### src/rtl/alu_issue.sv
// Issue sequencer for an external falling-edge ALU: runs 1-3 passes per
// request (32-bit add/sub via lo, hi and optional carry/borrow correction).
// Ports: clk/rst; req_* request handshake and operands; rsp_* response
// handshake and result/flags; alu_a/alu_b/alu_op/alu_enflags drive the ALU,
// alu_s/alu_flags return its result sampled at the end of each pass.
module alu_issue (
    input  logic        clk,
    input  logic        rst,
    input  logic        req_valid,
    output logic        req_ready,
    input  logic [2:0]  req_op,
    input  logic        req_wide,
    input  logic        req_flags,
    input  logic [15:0] req_a,
    input  logic [15:0] req_b,
    input  logic [15:0] req_a_hi,
    input  logic [15:0] req_b_hi,
    output logic        rsp_valid,
    input  logic        rsp_ready,
    output logic [15:0] rsp_s,
    output logic [15:0] rsp_s_hi,
    output logic [3:0]  rsp_flags,
    output logic [15:0] alu_a,
    output logic [15:0] alu_b,
    output logic [2:0]  alu_op,
    output logic        alu_enflags,
    input  logic [15:0] alu_s,
    input  logic [3:0]  alu_flags
);

    // EXEC is the first cycle of a pass, DECIDE the second; the result is
    // sampled on the edge leaving DECIDE, where the next pass is chosen.
    typedef enum logic [1:0] {IDLE, EXEC, DECIDE, RESP} state_t;

    state_t      state, state_nx;
    logic [1:0]  pass, pass_nx;
    logic        carry, carry_nx;
    logic        wide, wide_nx;
    logic        flg, flg_nx;
    logic [15:0] a_lo, a_lo_nx, b_lo, b_lo_nx;
    logic [15:0] a_hi, a_hi_nx, b_hi, b_hi_nx;
    logic        req_ready_nx, rsp_valid_nx, alu_enflags_nx;
    logic [15:0] rsp_s_nx, rsp_s_hi_nx, alu_a_nx, alu_b_nx;
    logic [3:0]  rsp_flags_nx;
    logic [2:0]  alu_op_nx;
    logic        last;

    // Final pass: narrow op, hi pass without correction, or correction pass.
    assign last = (pass == 2'd0 && !wide) ||
                  (pass == 2'd1 && !carry) ||
                  (pass == 2'd2);

    always_ff @(posedge clk) begin
        if (rst) state <= IDLE;
        else     state <= state_nx;
    end

    always_comb begin
        state_nx = state;
        unique case (state)
            IDLE:    if (req_valid) state_nx = EXEC;
            EXEC:    state_nx = DECIDE;
            DECIDE:  state_nx = last ? RESP : EXEC;
            RESP:    if (rsp_ready) state_nx = IDLE;
            default: state_nx = IDLE;
        endcase
    end

    always_comb begin
        pass_nx        = pass;
        carry_nx       = carry;
        wide_nx        = wide;
        flg_nx         = flg;
        a_lo_nx        = a_lo;
        b_lo_nx        = b_lo;
        a_hi_nx        = a_hi;
        b_hi_nx        = b_hi;
        rsp_valid_nx   = rsp_valid;
        rsp_s_nx       = rsp_s;
        rsp_s_hi_nx    = rsp_s_hi;
        rsp_flags_nx   = rsp_flags;
        alu_a_nx       = alu_a;
        alu_b_nx       = alu_b;
        alu_op_nx      = alu_op;
        alu_enflags_nx = alu_enflags;
        req_ready_nx   = (state_nx == IDLE);
        unique case (state)
            IDLE: begin
                if (req_valid) begin
                    wide_nx        = req_wide && (req_op[2:1] == 2'b00);
                    flg_nx         = req_flags;
                    a_lo_nx        = req_a;
                    b_lo_nx        = req_b;
                    a_hi_nx        = req_a_hi;
                    b_hi_nx        = req_b_hi;
                    pass_nx        = 2'd0;
                    carry_nx       = 1'b0;
                    rsp_s_hi_nx    = 16'h0000;
                    alu_a_nx       = req_a;
                    alu_b_nx       = req_b;
                    alu_op_nx      = req_op;
                    alu_enflags_nx = req_flags &&
                        !(req_wide && (req_op[2:1] == 2'b00));
                end
            end
            DECIDE: begin
                rsp_flags_nx = alu_flags;
                if (pass == 2'd0) begin
                    rsp_s_nx = alu_s;
                    if (wide) begin
                        carry_nx = alu_op[0] ? (a_lo < b_lo)
                                             : (alu_s < a_lo);
                        alu_a_nx       = a_hi;
                        alu_b_nx       = b_hi;
                        alu_enflags_nx = flg && !carry_nx;
                        pass_nx        = 2'd1;
                    end
                end else if (pass == 2'd1) begin
                    if (carry) begin
                        alu_a_nx       = alu_s;
                        alu_b_nx       = 16'h0001;
                        alu_enflags_nx = flg;
                        pass_nx        = 2'd2;
                    end else begin
                        rsp_s_hi_nx = alu_s;
                    end
                end else begin
                    rsp_s_hi_nx = alu_s;
                end
                if (last) begin
                    rsp_valid_nx   = 1'b1;
                    alu_enflags_nx = 1'b0;
                end
            end
            RESP: if (rsp_ready) rsp_valid_nx = 1'b0;
            default: ;
        endcase
    end

    always_ff @(posedge clk) begin
        if (rst) begin
            pass        <= 2'd0;
            carry       <= 1'b0;
            wide        <= 1'b0;
            flg         <= 1'b0;
            a_lo        <= 16'h0000;
            b_lo        <= 16'h0000;
            a_hi        <= 16'h0000;
            b_hi        <= 16'h0000;
            req_ready   <= 1'b1;
            rsp_valid   <= 1'b0;
            rsp_s       <= 16'h0000;
            rsp_s_hi    <= 16'h0000;
            rsp_flags   <= 4'b0000;
            alu_a       <= 16'h0000;
            alu_b       <= 16'h0000;
            alu_op      <= 3'b000;
            alu_enflags <= 1'b0;
        end else begin
            pass        <= pass_nx;
            carry       <= carry_nx;
            wide        <= wide_nx;
            flg         <= flg_nx;
            a_lo        <= a_lo_nx;
            b_lo        <= b_lo_nx;
            a_hi        <= a_hi_nx;
            b_hi        <= b_hi_nx;
            req_ready   <= req_ready_nx;
            rsp_valid   <= rsp_valid_nx;
            rsp_s       <= rsp_s_nx;
            rsp_s_hi    <= rsp_s_hi_nx;
            rsp_flags   <= rsp_flags_nx;
            alu_a       <= alu_a_nx;
            alu_b       <= alu_b_nx;
            alu_op      <= alu_op_nx;
            alu_enflags <= alu_enflags_nx;
        end
    end

endmodule
### config.mk
export PLATFORM = sky130hd
export DESIGN_NAME = alu_issue
export DESIGN_NICKNAME = d
export VERILOG_FILES = /design/src/rtl/alu_issue.sv
export SDC_FILE = /design/constraint.sdc
export NUM_CORES = 1
export LEC_CHECK = 0
export CAP_MARGIN = 20
export CORE_MARGIN = 3
export CORE_UTILIZATION = 49
export CTS_BUF_LIST = sky130_fd_sc_hd__clkbuf_8 sky130_fd_sc_hd__clkbuf_16
export DETAILED_ROUTE_END_ITERATION = 10
export PLACE_DENSITY = 0.81
export SLEW_MARGIN = 10
export SYNTH_ARGS = -nofsm -noshare
export SYNTH_HDL_FRONTEND = slang
export SYNTH_SLANG_ARGS = --single-unit
### constraint.sdc
create_clock -name clk -period 2.5 [get_ports clk]
set_clock_uncertainty 0.15 [all_clocks]
set_input_delay 0.5 -clock clk [delete_from_list [all_inputs] [get_ports clk]]
set_output_delay 0.5 -clock clk [all_outputs]
set_load 0.02 [all_outputs]
Yosys cells after proc, flatten, opt, wreduce, memory -nomap -nowiden:

Index checks and enable logic that the tools add are counted.

* bits in registers: 145
* output and inout bits: 74
* logic and storage cells: 104
* bits of input ports: 93

* muxes and demuxes: 42
* reductions and logical operators: 24
* equality and inequality tests: 18
* $lt $le $gt $ge: 2

Operators by type and width (count)
* 2-to-1 mux 16 bit: 14
* one-hot mux 16 bit (2 select lines): 3
* less-than comparator 16 bit: 2
* 2-to-1 mux 2 bit: 8
* 2-to-1 mux 1 bit: 12
* != test 2 bit (second input constant): 6
* != test 3 bit (second input constant): 4
* != test 4 bit (second input constant): 3
* AND reduction 5 bit: 2
* logical NOT 2 bit: 4
* one-hot mux 2 bit (4 select lines): 1
* AND reduction 4 bit: 2
* == test 2 bit (second input constant): 3
* one-hot mux 1 bit (2 select lines): 3
* logical AND 1 bit: 5
* == test 2 x 1 -> 1 bit (second input constant): 2
* logical NOT 1 bit: 4
* one-hot mux 2 bit (2 select lines): 1
* AND reduction 2 bit: 2
* nonzero test 2 bit: 2
* AND reduction 3 bit: 1
* logical OR 1 bit: 2

Logic depth before layout (Yosys ltp):

Gate-level depths: netlist of the first run.

* depth after elaboration: 8
* mapped depth: 8

Worst setup path before layout of the first run:

No wires, ideal clock.

* path type: input -> register
* start: in alu_s[14]
* end: reg alu_enflags
* data arrival time: 2.064 ns
* slack: 0.164 ns
* stages on the path: 7
* buffers on the path: 0
* path through: ha_1 -> nand4_1 -> nor3_1 -> or4_1 -> or4_1 -> o21ai_1 -> a21oi_1

* word-level cells in the longest chain between the ends: 8

Ends and longest elaborated chain
* start, declared: RTL line 27 `input logic [15:0] alu_s,`
* less-than comparator 16 bit: RTL line 112 `: (alu_s < a_lo);`
* 2-to-1 mux 1 bit: RTL line 111 `carry_nx = alu_op[0] ? (a_lo < b_lo)`
* logical NOT 1 bit: RTL line 115 `alu_enflags_nx = flg && !carry_nx;`
* logical AND 1 bit: RTL line 115
* 2-to-1 mux 1 bit: RTL line 110 `if (wide) begin`
* 2-to-1 mux 1 bit: RTL line 108 `if (pass == 2'd0) begin`
* 2-to-1 mux 1 bit: RTL line 130 `if (last) begin`
* one-hot mux 1 bit (2 select lines): RTL line 87 `unique case (state)`
* end signal, assigned: RTL line 176 `alu_enflags <= alu_enflags_nx;`
* end, declared: RTL line 26 `output logic alu_enflags,`

Every way passes these cells. The select of a mux whose other input is x is not followed.
A chain may end at the register's enable or synchronous reset.

Worst setup path after layout of the first run:

* start: in alu_s[11]
* end: reg alu_enflags

Same word-level chain as after synthesis.

==> metrics, run 1 <==
count of buffer and inverter cells on the critical path=1; via count=roughly 6300; Slew HR=0.455; worst-case reg-to-reg path depth=8; end of the critical path=alu_enflags; number of global-route vias before repair=just under 6000; largest net degree at the start of global routing=57; Fin Setup TNS=0 ps; Crit Path Max Fanout=2; Crit Reg-Reg Startpoint=a_lo[12]; Core Rows=40; Hold Slack=around 300 ps; RD Place Congestion=just over 0.9; Final Util=0.736; Crit. Startpoint=alu_s[11]; # Post-CTS Setup Buffers=0; Tcrit/Tclk final=0.979; P&R area growth vs syn=44.1%; critical path endpoint category=register; critical path class=input port to register; vias per cell=5.39; Initial Utilization=0.511; number of synthesized flops with an enable pin=0; number of max-cap violations=0; Most used DFF post-synth=dfxtp_1; CTS tree=done; Die Area=14200 sq um; Clock Tree Root=clkbuf_16; r2r endpoint=alu_enflags; Routed Antenna Nets=0; DRC errors left=0; syn_nets=between 900 and 1000; Static Leak=0.00331 uW; number of stages on the worst setup path=8; WL per Instance=16.5 um; Max Fclk=between 0.4 and 0.5 GHz; Post-synth ARST share=0; Yosys cell types=44; hold buffer count at CTS=0; CP startpoint kind=input port; Power Density=roughly 690 nW/um^2; placed cell count=1129; Core ar.=roughly 12000 sq um; CTS clk-pin slew, worst paths=roughly 60 ps; share of cells above drive strength 1=0.109; initial antenna violation count=0; worst hold path type=register to register; Cell Chain, Critical Path=clkdlybuf4s50_1, ha_4, nand2_2, nor3_2, or4_4, or4_4, o21ai_4, a21oi_2; DRT iter0 DRCs=717; # setup viols final=0; Reg2Reg Setup Slack=~70 ps; final wirelength=between 15000 and 20000 um; total grt overflow=0; clk buf depth=2; n_diodes=0; top cells by area, synth=dfxtp_1 (46%), nand2_1 (15%), a21oi_1 (9.9%), ha_1 (6.0%), nand3_1 (3.9%); first-pass GRT wire length=30500 um; # port buffers=approximately 170; CP peak stage delay=~560 ps; Worst-Skew Late Latency=~430 ps; outcome=complete, no violations; flops & latches, synth=roughly 150; synthesized cell area=roughly 6300 sq um; Most common cell on crit path=or4_4; Gate Count Post-Synth=roughly 800; count of non-filler cells in the finished layout=roughly 1200; final hold vios=0; IO Pins=167; DPL Wire Length=around 14000 um; CP top delay family=simple AND/OR/NAND/NOR gates; die span in y=roughly 120 um; cts bufs inserted=17; crit path DAT=roughly 2600 ps; Required @ worst endpoint=~2700 ps; Chip Width=about 120 um; GRT Total Usage=0.269; Post-Synthesis Mean Instance Area=about 7.8 sq um; Detailed Routing Iterations Pass 1=5; min cycle time layout=about 2400 ps; H-tree depth=4; # nets final=~1100; Yosys top cell area share=0.463; critical path's slowest cell=or4_4; Clock Sinks=approximately 150; Ys Warns=0; Synth area leader=dfxtp_1; Worst Tran Pin Value=around 810 ps; sequential share of the synthesized area=0.463; Max VDD drop=between 0.4 and 0.5 mV; final slew viol count=0
## worst reg2reg max path, cell delays in order, from the launching register on
cell,delay (ps)
dfxtp_4,360
inv_1,60
ha_1,290
nand4_1,160
nor3_2,70
or4_4,500
or4_4,560
o21ai_4,80
a21oi_2,70
## cells in the final DEF (no fill, tap or decap), drive strengths merged, types with 16 or more instances in the layout
cell type      count
a21oi            124
a31oi             18
buf               49
clkbuf            21
clkdlybuf4s50    160
dfxtp            145
ha                30
inv               37
nand2            248
nand3             49
nor2              22
o21ai             16
## state kept, by name (all words and copies together) (netlist names), 3 cells and up
signal     flops
b_hi          16
a_hi          16
alu_b         16
rsp_s         16
a_lo          16
rsp_s_hi      16
alu_op         3
rsp_flags      4
alu_a         16
b_lo          16
## final cells by class
class	count	area, sq um
fillers	920	3230
multi-input cells	568	3080
flip-flops and latches	145	2910
repair buffers	214	2120
clock buffers	21	480
well taps	168	210
inverters	34	128
clock inverters	11	105
## stage by stage
stage	total power [uW]	setup WS (ps)	instance area [sq um]
after floorplan	3170	164	6260
after global placement	3700	-530	8340
after detailed placement	3720	-576	8340
after CTS	6180	4.89	8930
after global routing	6430	-47.8	9030
final	6190	53.6	9030
## logic make-up after synthesis
logic type                 Yosys count  synth area share
AOI/OAI and AO/OA                  187             0.177
buffers and inverters               89            0.0619
DFF                                145             0.463
muxes                                1           0.00180
adders and majority gates           30            0.0599
and+or+nand+nor                    350             0.236
## cells in the mapped netlist (2+ instances only)
| cell | instances |
|---|---|
| a21o_1 | 2 |
| a21oi_1 | 124 |
| nor2b_1 | 4 |
| nor2_1 | 20 |
| buf_2 | 10 |
| nand4_1 | 7 |
| buf_6 | 4 |
| nand2b_1 | 4 |
| clkbuf_1 | 37 |
| ha_1 | 30 |
| or4_1 | 3 |
| a31oi_1 | 17 |
| inv_1 | 34 |
| buf_4 | 3 |
| o21ai_0 | 14 |
| o211ai_1 | 7 |
| a41oi_1 | 9 |
| dfxtp_1 | 145 |
| a2111oi_0 | 4 |
| nor3_1 | 5 |
| nand2_1 | 248 |
| nand3_1 | 49 |
## where the power goes
part | leakage [uW] | internal (uW) | total [uW] | switching, uW
clock | 0.000283 | 1480 | 2480 | 997
sequential | 0.00119 | 2460 | 2550 | 94.6
combinational | 0.00184 | 534 | 1160 | 630
total | 0.00331 | 4470 | 6190 | 1720
## layer usage
layer / wire [um] / up-vias / global-route usage / part of all wire
li1: - / 3068 / - / -
met1: 8460 / 2903 / 0.366 / 0.44
met2: 8760 / 253 / 0.419 / 0.46
met3: 1550 / 30 / 0.0627 / 0.081
met4: 334 / 0 / 0.0963 / 0.017
met5: 0 / - / 0 / 0
## what timing repair did
action                                  in CTS  in global routing
pin swaps                                    0                  7
endpoints found under the hold margin        0                  0
endpoints found under the setup margin       2                  2
resized for setup                            4                 19
## how the worst min path moves through the flow
stage,startpoint,end,cells after the start
after floorplan,b_lo[10],b_lo[10],2
after global placement,rsp_s_hi[1],rsp_s_hi[1],2
after detailed placement,rsp_s_hi[8],rsp_s_hi[8],2
after CTS,rsp_s_hi[8],rsp_s_hi[8],2
after global routing,alu_op[2],alu_op[2],2
final,rsp_s_hi[2],rsp_s_hi[2],2
Power figures use the tool's default switching activity.
==> inputs of run 2 (changes only) <==
--- a/config.mk
+++ b/config.mk
@@ -11,7 +11,6 @@
 export CTS_BUF_LIST = sky130_fd_sc_hd__clkbuf_8 sky130_fd_sc_hd__clkbuf_16
 export DETAILED_ROUTE_END_ITERATION = 10
 export PLACE_DENSITY = 0.81
-export SLEW_MARGIN = 10
 export SYNTH_ARGS = -nofsm -noshare
 export SYNTH_HDL_FRONTEND = slang
 export SYNTH_SLANG_ARGS = --single-unit
==> results of run 2 <==
Same layout as run 1: the final DEF is identical, and so are final timing and power.
